--- config.mk ---
export PLATFORM = sky130hd
export DESIGN_NAME = sweep_seq
export DESIGN_NICKNAME = d
export VERILOG_FILES = /design/src/rtl/sweep_pkg.sv /design/src/rtl/sweep_seq.sv
export SDC_FILE = /design/constraint.sdc
export NUM_CORES = 1
export LEC_CHECK = 0
export CAP_MARGIN = 20
export CORE_AREA = 3 3 40 42
export CTS_CLUSTER_DIAMETER = 120
export CTS_CLUSTER_SIZE = 12
export DETAILED_ROUTE_END_ITERATION = 10
export DIE_AREA = 0 0 43 45
export PLACE_DENSITY = 0.74
export SLEW_MARGIN = 20
export SYNTH_ARGS = -nofsm -noshare
export SYNTH_HDL_FRONTEND = slang
export SYNTH_SLANG_ARGS = --single-unit
--- constraint.sdc ---
create_clock -name clk -period 1.5 [get_ports clk]
set_input_delay 0.375 -clock clk [delete_from_list [all_inputs] [get_ports clk]]
set_output_delay 0.375 -clock clk [all_outputs]
set_load 0.01 [all_outputs]
--- src/rtl/sweep_pkg.sv ---
// ----------------------------------------------------------------------------
// sweep_pkg
// Shared definitions for the exhaustive-sweep checker:
//   - sweep_state_t : controller state encoding (IDLE, RUN, DONE)
//   - MAX_WIDTH     : widest input vector the checker supports
//   - num_vectors() : number of vectors N = 2**width for a given width
//   - gray_enc()    : binary-to-Gray conversion, idx ^ (idx >> 1)
// ----------------------------------------------------------------------------
package sweep_pkg;

    typedef enum logic [1:0] {
        IDLE = 2'd0,
        RUN  = 2'd1,
        DONE = 2'd2
    } sweep_state_t;

    localparam int MAX_WIDTH = 10;

    // A WIDTH-bit vector has 2**WIDTH distinct values, all of which are swept.
    function automatic int num_vectors(input int width);
        return 1 << width;
    endfunction

    // Operates at the maximum supported width; callers truncate to their own
    // width, which is safe because Gray bit i only depends on bits i and i+1.
    function automatic logic [MAX_WIDTH-1:0] gray_enc(input logic [MAX_WIDTH-1:0] idx);
        return idx ^ (idx >> 1);
    endfunction

endpackage

--- src/rtl/sweep_seq.sv ---
// ----------------------------------------------------------------------------
// sweep_seq
// Vector sequencer: steps an index through 0..N-1, holding each value for
// DWELL cycles, and drives it to the DUT in binary or Gray order.
// Ports:
//   clk     in   rising-edge clock
//   rst     in   synchronous active-high reset
//   load    in   begin a new sweep (clears counters, latches gray)
//   gray    in   order select, captured only on load
//   run     in   sweep in progress; counters advance only while high
//   x       out  registered vector driven to the DUT (0 when not running)
//   sample  out  high in the last dwell cycle of the current vector
//   last    out  current vector is the final one (idx == N-1)
// ----------------------------------------------------------------------------
module sweep_seq
    import sweep_pkg::*;
#(
    parameter int WIDTH = 3,
    parameter int DWELL = 20
) (
    input  logic             clk,
    input  logic             rst,
    input  logic             load,
    input  logic             gray,
    input  logic             run,
    output logic [WIDTH-1:0] x,
    output logic             sample,
    output logic             last
);

    localparam int N  = num_vectors(WIDTH);
    localparam int DW = (DWELL > 1) ? $clog2(DWELL) : 1;

    localparam logic [DW-1:0]    DWELL_LAST = DW'(DWELL - 1);
    localparam logic [WIDTH-1:0] IDX_LAST   = WIDTH'(N - 1);

    logic [WIDTH-1:0] idx;
    logic [DW-1:0]    dwell;
    logic             gray_mode;
    logic [WIDTH-1:0] idx_next;
    logic [WIDTH-1:0] x_next;

    // x is registered, so the encoding is computed from the index that is
    // about to become current rather than from the current one.
    assign idx_next = idx + WIDTH'(1);
    assign x_next   = gray_mode ? WIDTH'(gray_enc(MAX_WIDTH'(idx_next))) : idx_next;

    assign sample = run && (dwell == DWELL_LAST);
    assign last   = (idx == IDX_LAST);

    // Index / dwell counters and the driven vector. The first vector is 0 in
    // both orders, so a load can clear x directly. After the final vector is
    // sampled everything returns to 0 so x reads 0 outside a sweep.
    always_ff @(posedge clk) begin
        if (rst) begin
            idx       <= '0;
            dwell     <= '0;
            x         <= '0;
            gray_mode <= 1'b0;
        end else if (load) begin
            idx       <= '0;
            dwell     <= '0;
            x         <= '0;
            gray_mode <= gray;
        end else if (run) begin
            if (dwell == DWELL_LAST) begin
                dwell <= '0;
                if (last) begin
                    idx <= '0;
                    x   <= '0;
                end else begin
                    idx <= idx_next;
                    x   <= x_next;
                end
            end else begin
                dwell <= dwell + DW'(1);
            end
        end else begin
            x <= '0;
        end
    end

endmodule

==> summary.txt <==
Outcome = finished, violations left
Failing checks = setup timing
Commonest non-fill, non-tap cell in the layout = buf_4
Dpl ws = -0.4134 ns
Max Freq = 0.6550 GHz
Global-route wire length before repair = 2242 um
Fin. Hold Viols = 0
Vias per inst = 5.612
Syn_nets = 71
Top FF cell, synth = dfxtp_1
Count of port buffers added during placement = 9
Area delta synth->final = 43.57%
Post-Route Setup TNS = -0.02674 ns
GPL Wtd Cong = 0.8010
Starting Density = 44.69%
Vias post-DR = 550
Antenna viol nets, final = 0
Clock sinks = 12
Area contributors post-synth = dfxtp_1, ha_1, a21oi_1
Final HPWL DP = 913.3 um
DP Cell Count = 96
Final core occ = 64.17%
Worst Path Class, Setup = register to primary output
Peak supply drop = 0.5273 mV
Period utilisation layout = 101.8%
Post-synth top area share = 41.83%
HP Class = register to register
Worst slew margin = 78.20%
CP startpoint kind = register
Max-cap viol count = 0
Initial antenna violation count = 0
Area of the multi-input gates = 372.9 um^2
Pleak = 0.3359 nW
Most area-hungry cell type in the Yosys netlist = dfxtp_1
Share of layout cells above drive strength 1 = 33.73%
Largest net degree at the start of global routing = 10
Die area = 1935 um^2
Register clock-pin slew on the reported worst setup and hold paths = 0.07 ns
DR pass1 iterations = 4
Setup ws final = -0.02674 ns
CP endpoint kind = primary output
Synth Cell Area = 574.3 um^2
Rows = 13
CP Max Fanout = 2
Die span in x = 43 um
CTS tree = built
Async S/R FF share, synth = 0%
Crit path DAT = 1.15 ns
Post-CTS setup buffer count = 0
Layout fillers = 102
Root Buffer = clkbuf_4
Total Nets Final = 93
Fin cells = 98
# DRC = 0
I/O pins = 10
Setup violations, final = 1
Worst Max-Slew Pin Slew = 0.3270 ns
Storage element area = 245.2 um^2
Sequential area share after synthesis = 41.83%
Total wire length = 1454 um
Total GRT Usage = 16.12%
Initial DRC Count = 13
Clk_skew = 0.004634 ns
Vias in the first global route = 499
Synth warn = 0
RSZ-0062 raised after global routing = true
Total gr overflow = 0
Synth cell types = 26
Hold Buf Count CTS = 0
Pwr/cell area = 687.7 nW/um^2
Critical Path RT = 1.12 ns
H-Tree Depth = 1
Die H = 45 um
Mapped Cells = 63
Core Region = 1285 um^2
Drt wl/cell = 14.84 um
Antenna cells = 0
Mapped Avg Cell Area = 9.116 um^2
Worst skew pair latency = 0.28 ns
Min Tclk post-route = 1.527 ns
EDFF count, synth = 0
Highest-count cells in the layout ignoring fill and taps = buf_4, dfxtp_1, a21oi_1
Final count of pins violating max slew = 0
Synth Register Bits = 12
CTS buffer count = 3
CTS max path bufs = 2
[metrics by stage]
step           area (um^2)  hold slack [ns]  power (mW)
3_5_place_dp         759.5           0.4708      0.3703
4_1_cts              802.0           0.4778      0.5656
5_1_grt              824.5           0.4979      0.5870
6_report             824.5           0.4707      0.5671
3_3_place_gp         759.5           0.4627      0.3695
2_1_floorplan        574.3           0.4474      0.3491
[worst paths after layout]
check	start	to	slack, ns	cells after the start
max	dwell[0]	sample	-0.03	4
min	x[1]	x[1]	0.47	2
max reg2reg	dwell[0]	dwell[2]	0.02	5
min reg2reg	x[1]	x[1]	0.47	2
[Yosys cell counts (2+ instances only)]
master and instances:
dfxtp_1 12, a21oi_1 6, nor2_1 5, nand2_1 4, ha_1 3, mux2i_1 3
nand4_1 3, o21ai_1 3, buf_2 2, nand3_1 2, o21ai_0 2, o31ai_1 2
or3_1 2, xor2_1 2
[sequential cells by signal, indices dropped and copies added (netlist names)]
name and count:
dwell 5, x 3, idx 3, gray_mode 1
[layer usage]
layer  track usage [%]  routed length, um
met1             18.02                608
met2             28.44                732
met3             3.586                 51
met4             9.036                 62
met5                 0                  0
[logic make-up after synthesis]
logic type / count (synthesis) / synth area share (%)
AOI/OAI and AO/OA: 13 / 12.20
xor gates and xnor gates: 2 / 3.051
adders and majority gates: 3 / 6.537
buffers and inverters: 4 / 3.049
DFF: 12 / 41.83
muxes: 4 / 7.190
and+or+nand+nor: 25 / 26.14
[report_power, final]
| part | internal (mW) | switching, mW | total (mW) |
|---|---|---|---|
| logic | 0.0206 | 0.0195 | 0.0401 |
| clock network | 0.0932 | 0.109 | 0.202 |
| registers | 0.322 | 0.00320 | 0.325 |
| total | 0.436 | 0.131 | 0.567 |
[cell type report]
| class | instances | share of cell area (%) |
|---|---|---|
| Multi-Input combinational cell | 47 | 45.22 |
| Sequential cell | 12 | 29.74 |
| Timing Repair Buffer | 20 | 19.58 |
| Clock buffer | 3 | 2.731 |
| Tap cell | 15 | 2.276 |
| Inverter | 1 | 0.4552 |
[worst max-delay path, stage by stage (launching register included)]
cell	delay [ns]
dfxtp_2	0.36
ha_4	0.15
nand4bb_4	0.14
nor2_2	0.09
buf_2	0.13
[timing repair]
action | in CTS | in global routing
pin swaps | 5 | 1
hold endpoints to repair | 0 | 0
gates resized for setup | 22 | 4
setup endpoints to repair | 6 | 2
Note: power is estimated with default switching activity, not from simulation.
